<file path="src/rtl/color_filter_pkg.sv">
// Shared types for the colour-threshold filter: channel select, config register map, config payload.
// Used by color_filter_param (optional centroid sums under COLOR_FILTER_CENTROID_EN).
package color_filter_pkg;

    // Thresholds are stored at this width; channel widths up to this value are supported.
    localparam int unsigned TH_W_MAX   = 16;
    localparam int unsigned CFG_ADDR_W = 2;

    localparam logic [CFG_ADDR_W-1:0] CFG_ADDR_PRI_TH = 2'd0;
    localparam logic [CFG_ADDR_W-1:0] CFG_ADDR_OTH_TH = 2'd1;
    localparam logic [CFG_ADDR_W-1:0] CFG_ADDR_CHAN   = 2'd2;
    localparam logic [CFG_ADDR_W-1:0] CFG_ADDR_RSVD   = 2'd3;

    typedef enum logic [1:0] {
        CH_RED    = 2'd0,
        CH_GREEN  = 2'd1,
        CH_BLUE   = 2'd2,
        CH_BYPASS = 2'd3
    } chan_sel_e;

    typedef struct packed {
        logic [TH_W_MAX-1:0] pri_th;
        logic [TH_W_MAX-1:0] oth_th;
        chan_sel_e           chan;
    } cfg_t;

    // Selected channel strictly above pri_th, both others strictly below oth_th.
    function automatic logic pix_match(
        input logic [TH_W_MAX-1:0] r,
        input logic [TH_W_MAX-1:0] g,
        input logic [TH_W_MAX-1:0] b,
        input cfg_t                cfg
    );
        logic res;
        res = 1'b0;
        case (cfg.chan)
            CH_RED:    res = (r > cfg.pri_th) && (g < cfg.oth_th) && (b < cfg.oth_th);
            CH_GREEN:  res = (g > cfg.pri_th) && (r < cfg.oth_th) && (b < cfg.oth_th);
            CH_BLUE:   res = (b > cfg.pri_th) && (r < cfg.oth_th) && (g < cfg.oth_th);
            CH_BYPASS: res = 1'b1;
        endcase
        return res;
    endfunction

endpackage

</file>
<file path="src/rtl/frame_stat_accum.sv">
// Per-frame saturating match counter, latched and published on start-of-frame.
// COLOR_FILTER_CENTROID_EN adds saturating X/Y coordinate sums published alongside the count.
module frame_stat_accum #(
    parameter int unsigned CNT_W = 20
`ifdef COLOR_FILTER_CENTROID_EN
    ,
    parameter int unsigned COORD_W = 11
`endif
) (
    input  logic                     iCLK,
    input  logic                     iRST,
    input  logic                     iSOF,
    input  logic                     iINC,
`ifdef COLOR_FILTER_CENTROID_EN
    input  logic [COORD_W-1:0]       iX,
    input  logic [COORD_W-1:0]       iY,
    output logic [COORD_W+CNT_W-1:0] oSUM_X,
    output logic [COORD_W+CNT_W-1:0] oSUM_Y,
`endif
    output logic [CNT_W-1:0]         oCOUNT,
    output logic                     oCOUNT_VLD
);

    logic [CNT_W-1:0] cnt_q, cnt_d;
    logic [CNT_W-1:0] count_q, count_d;
    logic             count_vld_q, count_vld_d;
    logic [CNT_W-1:0] cnt_inc;

    assign cnt_inc = (iINC && (cnt_q != '1)) ? cnt_q + CNT_W'(1) : cnt_q;

    // Publishing includes this cycle's matching pixel; the new frame then restarts from it.
    always_comb begin
        cnt_d       = cnt_inc;
        count_d     = count_q;
        count_vld_d = 1'b0;
        if (iSOF) begin
            count_d     = cnt_inc;
            count_vld_d = 1'b1;
            cnt_d       = CNT_W'(iINC);
        end
    end

    always_ff @(posedge iCLK) begin
        if (iRST) begin
            cnt_q       <= '0;
            count_q     <= '0;
            count_vld_q <= 1'b0;
        end else begin
            cnt_q       <= cnt_d;
            count_q     <= count_d;
            count_vld_q <= count_vld_d;
        end
    end

    assign oCOUNT     = count_q;
    assign oCOUNT_VLD = count_vld_q;

`ifdef COLOR_FILTER_CENTROID_EN
    localparam int unsigned SUM_W  = COORD_W + CNT_W;
    localparam int unsigned SUM_W1 = SUM_W + 1;

    logic [SUM_W-1:0] sum_x_q, sum_x_d, sum_y_q, sum_y_d;
    logic [SUM_W-1:0] pub_x_q, pub_x_d, pub_y_q, pub_y_d;
    logic [SUM_W-1:0] sum_x_inc, sum_y_inc;

    function automatic logic [SUM_W-1:0] sat_add(
        input logic [SUM_W-1:0]   acc,
        input logic [COORD_W-1:0] v
    );
        logic [SUM_W:0] s;
        s = {1'b0, acc} + SUM_W1'(v);
        return s[SUM_W] ? '1 : s[SUM_W-1:0];
    endfunction

    assign sum_x_inc = iINC ? sat_add(sum_x_q, iX) : sum_x_q;
    assign sum_y_inc = iINC ? sat_add(sum_y_q, iY) : sum_y_q;

    always_comb begin
        sum_x_d = sum_x_inc;
        sum_y_d = sum_y_inc;
        pub_x_d = pub_x_q;
        pub_y_d = pub_y_q;
        if (iSOF) begin
            pub_x_d = sum_x_inc;
            pub_y_d = sum_y_inc;
            sum_x_d = iINC ? SUM_W'(iX) : '0;
            sum_y_d = iINC ? SUM_W'(iY) : '0;
        end
    end

    always_ff @(posedge iCLK) begin
        if (iRST) begin
            sum_x_q <= '0;
            sum_y_q <= '0;
            pub_x_q <= '0;
            pub_y_q <= '0;
        end else begin
            sum_x_q <= sum_x_d;
            sum_y_q <= sum_y_d;
            pub_x_q <= pub_x_d;
            pub_y_q <= pub_y_d;
        end
    end

    assign oSUM_X = pub_x_q;
    assign oSUM_Y = pub_y_q;
`endif

endmodule

</file>
<file path="src/rtl/color_filter_param.sv">
// Two-stage colour-threshold filter with frame-synchronous double-buffered config and per-frame match count.
// COLOR_FILTER_CENTROID_EN adds oSUM_X/oSUM_Y coordinate sums of matching pixels.
module color_filter_param
    import color_filter_pkg::*;
#(
    parameter int unsigned PIX_W      = 12,
    parameter int unsigned COORD_W    = 11,
    parameter int unsigned CNT_W      = 20,
    parameter int unsigned DEF_PRI_TH = 'h7FF,
    parameter int unsigned DEF_OTH_TH = 'h3FF
) (
    input  logic                     iCLK,
    input  logic                     iRST,
    input  logic [COORD_W-1:0]       iX_Cont,
    input  logic [COORD_W-1:0]       iY_Cont,
    input  logic [PIX_W-1:0]         iRed,
    input  logic [PIX_W-1:0]         iGreen,
    input  logic [PIX_W-1:0]         iBlue,
    input  logic                     iDVAL,
    input  logic                     iSOF,
    input  logic                     iCFG_WE,
    input  logic [CFG_ADDR_W-1:0]    iCFG_ADDR,
    input  logic [PIX_W-1:0]         iCFG_DATA,
    output logic [PIX_W-1:0]         oRed,
    output logic [PIX_W-1:0]         oGreen,
    output logic [PIX_W-1:0]         oBlue,
    output logic                     oDVAL,
    output logic [COORD_W-1:0]       oX,
    output logic [COORD_W-1:0]       oY,
    output logic                     oMATCH,
    output logic [CNT_W-1:0]         oCOUNT,
`ifdef COLOR_FILTER_CENTROID_EN
    output logic [COORD_W+CNT_W-1:0] oSUM_X,
    output logic [COORD_W+CNT_W-1:0] oSUM_Y,
`endif
    output logic                     oCOUNT_VLD
);

    localparam cfg_t CFG_DEF = '{
        pri_th: TH_W_MAX'(PIX_W'(DEF_PRI_TH)),
        oth_th: TH_W_MAX'(PIX_W'(DEF_OTH_TH)),
        chan:   CH_RED
    };

    cfg_t shadow_q, shadow_d;
    cfg_t active_q, active_d;

    logic               s1_vld_q, s1_vld_d;
    logic               s1_match_q, s1_match_d;
    logic [PIX_W-1:0]   s1_r_q, s1_r_d, s1_g_q, s1_g_d, s1_b_q, s1_b_d;
    logic [COORD_W-1:0] s1_x_q, s1_x_d, s1_y_q, s1_y_d;

    logic               s2_vld_q, s2_vld_d;
    logic               s2_match_q, s2_match_d;
    logic [PIX_W-1:0]   s2_r_q, s2_r_d, s2_g_q, s2_g_d, s2_b_q, s2_b_d;
    logic [COORD_W-1:0] s2_x_q, s2_x_d, s2_y_q, s2_y_d;

    logic               s2_inc;

    // Shadow takes writes immediately; active takes the pre-write shadow on iSOF.
    always_comb begin
        shadow_d = shadow_q;
        active_d = iSOF ? shadow_q : active_q;
        if (iCFG_WE) begin
            case (iCFG_ADDR)
                CFG_ADDR_PRI_TH: shadow_d.pri_th = TH_W_MAX'(iCFG_DATA);
                CFG_ADDR_OTH_TH: shadow_d.oth_th = TH_W_MAX'(iCFG_DATA);
                CFG_ADDR_CHAN:   shadow_d.chan   = chan_sel_e'(iCFG_DATA[1:0]);
                CFG_ADDR_RSVD:   shadow_d        = shadow_q;
            endcase
        end
    end

    // S1 compares against active_d so a pixel arriving with iSOF already sees the new frame's config.
    always_comb begin
        s1_vld_d   = iDVAL;
        s1_match_d = iDVAL && pix_match(TH_W_MAX'(iRed), TH_W_MAX'(iGreen), TH_W_MAX'(iBlue), active_d);
        s1_r_d     = s1_r_q;
        s1_g_d     = s1_g_q;
        s1_b_d     = s1_b_q;
        s1_x_d     = s1_x_q;
        s1_y_d     = s1_y_q;
        if (iDVAL) begin
            s1_r_d = iRed;
            s1_g_d = iGreen;
            s1_b_d = iBlue;
            s1_x_d = iX_Cont;
            s1_y_d = iY_Cont;
        end
    end

    // S2 zeroes non-matching pixels; bubbles leave pixel and coordinate registers untouched.
    always_comb begin
        s2_vld_d   = s1_vld_q;
        s2_match_d = s1_vld_q && s1_match_q;
        s2_r_d     = s2_r_q;
        s2_g_d     = s2_g_q;
        s2_b_d     = s2_b_q;
        s2_x_d     = s2_x_q;
        s2_y_d     = s2_y_q;
        if (s1_vld_q) begin
            s2_r_d = s1_match_q ? s1_r_q : '0;
            s2_g_d = s1_match_q ? s1_g_q : '0;
            s2_b_d = s1_match_q ? s1_b_q : '0;
            s2_x_d = s1_x_q;
            s2_y_d = s1_y_q;
        end
    end

    always_ff @(posedge iCLK) begin
        if (iRST) begin
            shadow_q   <= CFG_DEF;
            active_q   <= CFG_DEF;
            s1_vld_q   <= 1'b0;
            s1_match_q <= 1'b0;
            s1_r_q     <= '0;
            s1_g_q     <= '0;
            s1_b_q     <= '0;
            s1_x_q     <= '0;
            s1_y_q     <= '0;
            s2_vld_q   <= 1'b0;
            s2_match_q <= 1'b0;
            s2_r_q     <= '0;
            s2_g_q     <= '0;
            s2_b_q     <= '0;
            s2_x_q     <= '0;
            s2_y_q     <= '0;
        end else begin
            shadow_q   <= shadow_d;
            active_q   <= active_d;
            s1_vld_q   <= s1_vld_d;
            s1_match_q <= s1_match_d;
            s1_r_q     <= s1_r_d;
            s1_g_q     <= s1_g_d;
            s1_b_q     <= s1_b_d;
            s1_x_q     <= s1_x_d;
            s1_y_q     <= s1_y_d;
            s2_vld_q   <= s2_vld_d;
            s2_match_q <= s2_match_d;
            s2_r_q     <= s2_r_d;
            s2_g_q     <= s2_g_d;
            s2_b_q     <= s2_b_d;
            s2_x_q     <= s2_x_d;
            s2_y_q     <= s2_y_d;
        end
    end

    // A match is counted on the edge it is loaded into S2.
    assign s2_inc = s1_vld_q && s1_match_q;

    frame_stat_accum #(
        .CNT_W   (CNT_W)
`ifdef COLOR_FILTER_CENTROID_EN
        ,
        .COORD_W (COORD_W)
`endif
    ) u_stat (
        .iCLK       (iCLK),
        .iRST       (iRST),
        .iSOF       (iSOF),
        .iINC       (s2_inc),
`ifdef COLOR_FILTER_CENTROID_EN
        .iX         (s1_x_q),
        .iY         (s1_y_q),
        .oSUM_X     (oSUM_X),
        .oSUM_Y     (oSUM_Y),
`endif
        .oCOUNT     (oCOUNT),
        .oCOUNT_VLD (oCOUNT_VLD)
    );

    assign oRed   = s2_r_q;
    assign oGreen = s2_g_q;
    assign oBlue  = s2_b_q;
    assign oDVAL  = s2_vld_q;
    assign oX     = s2_x_q;
    assign oY     = s2_y_q;
    assign oMATCH = s2_match_q;

endmodule

</file>
<file path="config.mk">
export PLATFORM = sky130hd
export DESIGN_NAME = color_filter_param
export DESIGN_NICKNAME = d
export VERILOG_FILES = /design/src/rtl/color_filter_pkg.sv /design/src/rtl/frame_stat_accum.sv /design/src/rtl/color_filter_param.sv
export SDC_FILE = /design/constraint.sdc
export NUM_CORES = 1
export LEC_CHECK = 0
export ABC_AREA = 1
export CORE_UTILIZATION = 57
export CTS_CLUSTER_SIZE = 30
export DETAILED_ROUTE_END_ITERATION = 10
export PLACE_DENSITY = 0.85
export SLEW_MARGIN = 20
export SYNTH_ARGS = -nofsm -noshare
export SYNTH_HDL_FRONTEND = slang
export SYNTH_SLANG_ARGS = --single-unit
</file>
<file path="constraint.sdc">
create_clock -name iCLK -period 4.7 [get_ports iCLK]
set_input_delay 0.94 -clock iCLK [delete_from_list [all_inputs] [get_ports iCLK]]
set_output_delay 0.94 -clock iCLK [all_outputs]
set_load 0.02 [all_outputs]
</file>
==> impl_metrics.ini, run 1 <==
[run_status]
status = completed

[power_and_ir_drop]
vdd_ir_drop_max_v = 0.0002904
power_mw = 4.044
power.density_mw_per_mm2 = 344.3
power.leakage_nw = 5.107

[finish]
utilization_pct = 73.69
mostFrequentLayoutCells = dfxtp_1 (221), nand2_1 (195), clkdlybuf4s50_1 (157)
drive_gt1_share_pct = 4.570
final_cells = 1529
n_antenna_cell = 0
final_cell_area_mm2 = 0.01175
area_growth_syn_to_layout_pct = 25.50
nNetsFinal = 1447
layout_commonest_cell = dfxtp_1

[sta]
setup_ws_ns = 1.529
fin_skew_ns = 0.01824
holdWs_ns = 0.4364
finalSetupViolations = 0
hold_viol = 0
slew_violations = 0
rsz0062_at_grt = no
fin_tns_setup_ns = 0
tightestPinTransition_ns = 1.052
maxSlewHeadroom_pct = 29.74
period_needed_ns = 3.171
timing.final.crit_share_pct = 67.46
timing.fmax_mhz = 315.4

[placement]
gp_congestion = 0.8730
place_hpwl_mm = 17.04
dp.cells = 1492
placed_area_mm2 = 0.01108
dp_slack_ns = 1.086
numPortBuffers = 157

[clocking]
cts.sinks = 221
cts_resized = 0
clkLatencyLatePin_ns = 0.52
h-tree-depth = 1
clk_pin_slew_worst_paths_ns = 0.06
cts_tree = built
cts-root-buf = clkbuf_16
cts_made_buffers = 22
cts.path.max_buffers = 3
cts_setup_buffers = 0
hold_buffers = 0

[synthesis]
yosysUniqueCellTypes = 40
syn_inst = 1164
synth_flop_cell = dfxtp_1
synth.avg_cell_area_um2 = 8.041
synth_fa_ha_area_share_pct = 9.357
ys_top_cells_by_area = dfxtp_1 (47%), ha_1 (9.4%), nand2_1 (7.8%)
synthXorXnorAreaFrac_pct = 1.858
synth_top_family_by_area = simple AND/OR/NAND/NOR gates
yosysTopAreaCell = dfxtp_1
seq_area_frac_synth_pct = 47.27
post-synth-top-area-fraction_pct = 47.27
ys_async_sr_fraction_pct = 0
ys_seq_elements = 221
ys_warn_count = 0
synth_edf_count = 0
synthesis.area_mm2 = 0.009360
synthSimpleGateAreaFrac_pct = 19.97
syn_nets = 1311
muxShareOfSynthArea_pct = 2.460
synth_compound_area_share_pct = 12.66

[routing]
vias = 8271
viasPerCell = 5.409
wirelength_mm = 24.24
wire_per_inst_um = 15.85
dr.pass1.iters = 5
drt_iter0_markers = 541
antenna_left = 0
drc_errors = 0

[grt]
grt_pass1_wl_mm = 38.27
antenna_found_initial = 0
grt_pass1_vias = 7915
grt_max_degree = 95
grt-ovfl-total = 0
track_usage_pct = 28.43

[critical_path]
crit_arrival_ns = 3.55
worst-setup-path-type = in -> reg
endpoint_kind = register
crit_required_ns = 5.08
start_kind = primary input
crit_fanout = 31

[floorplan]
fp.coreArea_mm2 = 0.01594
rows = 46
io_pins = 158
die_h_um = 130.1
start_util_pct = 58.71
dieArea_mm2 = 0.01694
die_w_um = 130.1

[flow_run]
drv_cap = 0

[hold_path]
hold_class = reg -> reg
layer usage:
metal	track usage [%]	up-vias	share of wire, %
met1	36.41	3845	44
met2	47.90	269	46
met3	4.715	65	6.6
met4	11.01	0	3.4
met5	0	-	0
li1	-	4092	-
layout make-up:
type / instances / area [um2]
well taps: 216 / 270.3
clock buffers: 33 / 631.9
repair buffers: 166 / 1664
clock inverters: 4 / 33.78
fillers: 1230 / 4195
multi-input cells: 786 / 4334
flip-flops and latches: 221 / 4424
inverters: 103 / 389.1
power breakdown:
part / switching, mW / total, mW / internal, mW / leakage (nW)
registers: 0.0320 / 1.97 / 1.94 / 1.81
logic: 0.251 / 0.431 / 0.180 / 2.98
clock network: 0.712 / 1.64 / 0.927 / 0.323
critical path, stage by stage:
cell,delay [ns]
clkdlybuf4s50_1,0.45
buf_4,0.41
mux2i_1,0.53
ha_1,0.35
a21oi_1,0.22
nand2_1,0.08
nand2_1,0.06
nand2_1,0.05
nand2_1,0.06
a21oi_1,0.09
nand4_1,0.11
nand2_1,0.07
nand2_1,0.05
a21oi_1,0.05
cells in the mapped netlist (2+ instances only):
cell type  count
clkbuf_1      46
inv_1         97
nand2_1      195
buf_1          3
dfxtp_1      221
a211oi_1       3
clkinv_1       3
o21a_1         2
inv_2          3
xnor2_1        3
nand2_2        3
nor2_1       152
nor3_1         6
buf_2          4
a32o_1         3
nand4_1       11
o21ai_0      135
a21oi_1       69
nor3_2         2
xor2_1        15
a21o_1         2
mux2i_1       23
nand3_1       66
ha_1          70
nand3_2        2
o21ai_1        7
nor2_2         5
final timing paths:
kind                           start                      end  slack (ns)  cells after the start
min reg2reg  active_q[17]$_SDFF_PP0_  active_q[17]$_SDFF_PP0_        0.44                      2
min          active_q[17]$_SDFF_PP0_  active_q[17]$_SDFF_PP0_        0.44                      2
max                             iSOF    s1_match_q$_SDFF_PP0_        1.53                     14
max reg2reg      s1_vld_q$_SDFF_PP0_   oGreen[9]$_SDFFE_PP0P_        2.21                      4
cells by family (layout without fill, tap and decap cells):
kind of cell / after synthesis / count (layout)
DFF: 221 / 221
muxes: 23 / 23
xor gates and xnor gates: 19 / 19
and+or+nand+nor: 447 / 447
buffers and inverters: 157 / 306
adders and majority gates: 70 / 70
AOI/OAI and AO/OA: 227 / 227
state kept, by name (all words and copies together), names as in the netlist, 12 cells and up:
register / count
active_q: 34
shadow_q: 26
u_stat.cnt_q: 20
u_stat.oCOUNT: 20
oBlue: 12
oGreen: 12
oRed: 12
s1_b_q: 12
s1_g_q: 12
s1_r_q: 12
No activity file was read; power rests on OpenSTA's default activity.
==> inputs of run 2 (changes only) <==
CORE_UTILIZATION = 53   (was 57)
PLACE_DENSITY = 0.8   (was 0.85)
clock period = 3.3 ns   (was 4.7 ns; I/O delays follow)
==> impl_metrics.ini, run 2 (same netlist as run 1, synthesis figures left out) <==
[critical_path]
crit_fanout = 31
cp_slowest_cell = clkdlybuf4s50_1
crit_top_cell = nand2_1
crit_chain = clkdlybuf4s50_1, buf_12, mux2i_1, ha_1, nand2_1, inv_1, nand2_1, nand2_1, nand2_1, nand2_1, nand2_1, a21oi_1, nand4_1, nand2_1, nand2_1, a21oi_1
crit_required_ns = 3.75
endpoint_kind = register
start_kind = primary input
crit_arrival_ns = 3.07
max_stage_delay_ns = 0.50
worst-setup-path-type = in -> reg

[finish]
n_antenna_cell = 0
reg.largest.list = active_q: 34 flops, shadow_q: 26 flops
utilization_pct = 68.58
nNetsFinal = 1454
multi_input_area_mm2 = 0.004334
regMostFlops = active_q
num-fill-cells = 1446
layout_commonest_cell = dfxtp_1
drive_gt1_share_pct = 5.295
final_cells = 1547
mostFrequentLayoutCells = dfxtp_1 (221), nand2_1 (195), clkdlybuf4s50_1 (157)
regArea_mm2 = 0.004424
largest_reg_flops = 34
final_cell_area_mm2 = 0.01186
area_growth_syn_to_layout_pct = 26.73

[placement]
placed_area_mm2 = 0.01115
place_hpwl_mm = 16.81
dp.cells = 1507
numPortBuffers = 157
gp_congestion = 0.8889

[sta]
hold_viol = 0
timing.final.crit_share_pct = 79.34
finalSetupViolations = 0
timing.fmax_mhz = 382.0
maxSlewHeadroom_pct = 29.02
rsz0062_at_grt = no
period_needed_ns = 2.618
fin_skew_ns = 0.02675
fin_tns_setup_ns = 0
tightestPinTransition_ns = 1.065
slew_violations = 0
holdWs_ns = 0.4401

[grt]
grt_pass1_wl_mm = 37.90
grt-ovfl-total = 0
grt_pass1_vias = 7717
track_usage_pct = 25.92
antenna_found_initial = 0
grt_max_degree = 62

[clocking]
cts_resized = 0
cts-root-buf = clkbuf_16
clkLatencyLatePin_ns = 0.52
h-tree-depth = 1
cts_setup_buffers = 0
cts.sinks = 221
clk_pin_slew_worst_paths_ns = 0.06
cts_made_buffers = 23
hold_buffers = 0
cts.path.max_buffers = 3
cts_tree = built

[routing]
wirelength_mm = 23.47
drc_errors = 0
drt_iter0_markers = 431
dr.pass1.iters = 5
wire_per_inst_um = 15.17
vias = 8179
viasPerCell = 5.287
antenna_left = 0

[floorplan]
die_w_um = 134.9
rows = 48
die_h_um = 134.9
io_pins = 158
dieArea_mm2 = 0.01820
start_util_pct = 54.12
fp.coreArea_mm2 = 0.01730

[power_and_ir_drop]
vdd_ir_drop_max_v = 0.0003774
power.leakage_nw = 5.172
power.density_mw_per_mm2 = 496.4

[flow_run]
drv_cap = 0

[run_status]
status = completed

[hold_path]
hold_class = reg -> reg
## run 2: cell types whose count changed in the layout (fill, tap and decap cells not counted), sizes merged
cell / before / now
clkbuf: 33 / 32
buf: 9 / 15
clkinvlp: 1 / 0
clkinv: 4 / 6
bufinv: 0 / 1
inv: 102 / 104
## run 2: through the flow
step / total power, mW / setup WS, ns
floorplan: 3.202 / 0.7219
global placement: 3.457 / 0.1824
detailed placement: 3.477 / 0.2258
CTS: 5.919 / 0.7350
global route: 6.122 / 0.5043
finish: 5.889 / 0.6819
## run 2: cell type report
class,instances,share of cell area (%)
sequential,221,37.30
multi-input combinational,786,36.54
clock inverter,8,0.6118
tap,225,2.373
timing repair buffer,172,14.51
inverter,103,3.280
clock buffer,32,5.390
## run 2: metal layers
metal	up-vias	routed length, um	track usage, %
met5	-	0	0
met4	0	631	8.614
met3	51	1697	4.429
met2	234	10600	42.58
met1	3786	10540	34.50
li1	4108	-	-
## run 2: worst max-delay path: cells and delay by family
kind	cells	cell delay, ns
simple gates	9	0.61
compound gates	2	0.29
mux	1	0.46
buf+inv	3	0.81
fa+ha+maj	1	0.23
## run 2: power breakdown
group / switching, mW / leakage (nW) / internal (mW)
combinational: 0.361 / 3.01 / 0.261
sequential: 0.0414 / 1.81 / 2.77
clock: 1.03 / 0.355 / 1.43
total: 1.43 / 5.17 / 4.46
## run 2: final timing paths
check                        startpoint                          end  slack (ns)  cells past startpoint
max                                iSOF        s1_match_q$_SDFF_PP0_        0.68                     16
max reg2reg  u_stat.cnt_q[0]$_SDFF_PP0_  u_stat.cnt_q[15]$_SDFF_PP0_        1.19                     12
min reg2reg     active_q[15]$_SDFF_PP0_      active_q[15]$_SDFF_PP0_        0.44                      2
min             active_q[15]$_SDFF_PP0_      active_q[15]$_SDFF_PP0_        0.44                      2
==> inputs of run 3 (changes only) <==
CORE_UTILIZATION = 48   (was 53)
PLACE_DENSITY = 0.76   (was 0.8)
clock period = 2.22 ns   (was 3.3 ns; I/O delays follow)
==> impl_metrics.ini, run 3 (same netlist as run 1, synthesis figures left out) <==
[critical_path]
crit_required_ns = 2.66
crit_fanout = 7
endpoint_kind = register
worst-setup-path-type = reg -> reg
crit_arrival_ns = 2.45
start_kind = register

[run_status]
status = completed

[routing]
vias = 8327
antenna_left = 0
wire_per_inst_um = 14.82
wirelength_mm = 24.33
dr.pass1.iters = 5
viasPerCell = 5.071
drc_errors = 0
drt_iter0_markers = 437

[floorplan]
rows = 50
start_util_pct = 49.54
die_w_um = 141.6
fp.coreArea_mm2 = 0.01889
io_pins = 158
die_h_um = 141.6
dieArea_mm2 = 0.02006

[clocking]
cts_made_buffers = 24
cts-root-buf = clkbuf_16
clk_pin_slew_worst_paths_ns = 0.06
h-tree-depth = 1
cts.sinks = 221
cts_setup_buffers = 0
cts.path.max_buffers = 3
cts_tree = built
hold_buffers = 0
clkLatencyLatePin_ns = 0.52
cts_resized = 0

[finish]
layout_commonest_cell = dfxtp_1
nNetsFinal = 1512
final_cell_area_mm2 = 0.01246
utilization_pct = 65.94
n_antenna_cell = 0
largest_reg_flops = 34
regMostFlops = active_q
num-fill-cells = 1640
drive_gt1_share_pct = 9.841
reg.largest.list = active_q: 34 flops, shadow_q: 26 flops
mostFrequentLayoutCells = dfxtp_1 (221), nand2_1 (195), clkdlybuf4s50_1 (156)
area_growth_syn_to_layout_pct = 33.10

[sta]
timing.final.crit_share_pct = 90.80
tightestPinTransition_ns = 0.4371
slew_violations = 0
rsz0062_at_grt = no
hold_viol = 0
period_needed_ns = 2.016
timing.fmax_mhz = 496.1
finalSetupViolations = 0
maxSlewHeadroom_pct = 70.55
fin_skew_ns = 0.008428
fin_tns_setup_ns = 0
holdWs_ns = 0.4063

[power_and_ir_drop]
vdd_ir_drop_max_v = 0.0007205
pwr-share-comb_pct = 10.9
power.leakage_nw = 5.504
p_int_mw = 6.970
pwr-share-clk_pct = 43.7
p_sw_mw = 2.207
power.density_mw_per_mm2 = 736.6
switching_share_pct = 24.05
seqPwrFrac_pct = 45.5

[grt]
grt-ovfl-total = 0
antenna_found_initial = 0
grt_pass1_wl_mm = 39.21
grt_pass1_vias = 7785
grt_max_degree = 54
track_usage_pct = 24.39

[placement]
place_hpwl_mm = 17.89
numPortBuffers = 157
placed_area_mm2 = 0.01165
gp_congestion = 0.9394

[hold_path]
hold_class = in -> reg

[flow_run]
drv_cap = 0
[run 3: cell count changes in the layout (fill, tap and decap cells not counted), moves of 2 or more]
cell	change
clkbuf_16	+2
mux2i_2	+2
buf_4	+55
buf_12	+2
clkbuf_1	-3
clkbuf_8	+4
mux2i_1	-2
[run 3: cell type report]
class                   instances  area [um2]  area share (%)
flip-flops and latches        221        4424           35.51
multi-input cells             786        4342           34.85
repair buffers                229        2170           17.41
clock buffers                  35       733.2           5.885
inverters                     103       389.1           3.123
well taps                     260       325.3           2.611
clock inverters                 8       75.07          0.6026
[run 3: metal layers]
layer | track usage (%) | wire [um] | vias to the layer above
met4 | 7.244 | 511 | 0
met3 | 3.645 | 1291 | 31
met1 | 32.08 | 11260 | 3829
li1 | - | - | 4249
met2 | 41.35 | 11270 | 218
met5 | 0 | 0 | -
[run 3: per-stage QoR]
stage | setup slack [ns] | power (mW) | instances
3_3_place_gp | -0.07370 | 5.213 | 1599
6_report | 0.2043 | 9.177 | 1642
5_1_grt | 0.04767 | 9.559 | 1642
3_5_place_dp | -0.1189 | 5.244 | 1599
2_1_floorplan | 0.006590 | 4.763 | 1164
4_1_cts | 0.2224 | 9.245 | 1642
[run 3: power groups by stage]
stage | Sequential, mW | Combinational (mW) | Clock (mW)
finish | 4.17 | 0.996 | 4.01
global route | 4.18 | 1.11 | 4.26
CTS | 4.17 | 0.996 | 4.08
detailed placement | 4.26 | 0.986 | 0
global placement | 4.25 | 0.961 | 0
floorplan | 4.28 | 0.483 | 0
[run 3: final timing paths]
path	end	depth (start not counted)	slack (ns)	from
max reg2reg	u_stat.oCOUNT[2]$_SDFFE_PP0P_	11	0.20	u_stat.cnt_q[0]$_SDFF_PP0_
max	u_stat.oCOUNT[2]$_SDFFE_PP0P_	11	0.20	u_stat.cnt_q[0]$_SDFF_PP0_
min reg2reg	active_q[33]$_SDFF_PP0_	2	0.44	active_q[33]$_SDFF_PP0_
min	active_q[6]$_SDFF_PP1_	4	0.41	iSOF
[run 3: critical path, stage by stage (launching register included)]
cell     delay (ns)
dfxtp_1        0.41
ha_1           0.21
nand3_1        0.13
nor3_2         0.25
nand3_2        0.10
nand3_2        0.17
buf_4          0.20
inv_1          0.07
nand2_1        0.07
xnor2_1        0.11
inv_1          0.07
o21ai_0        0.15
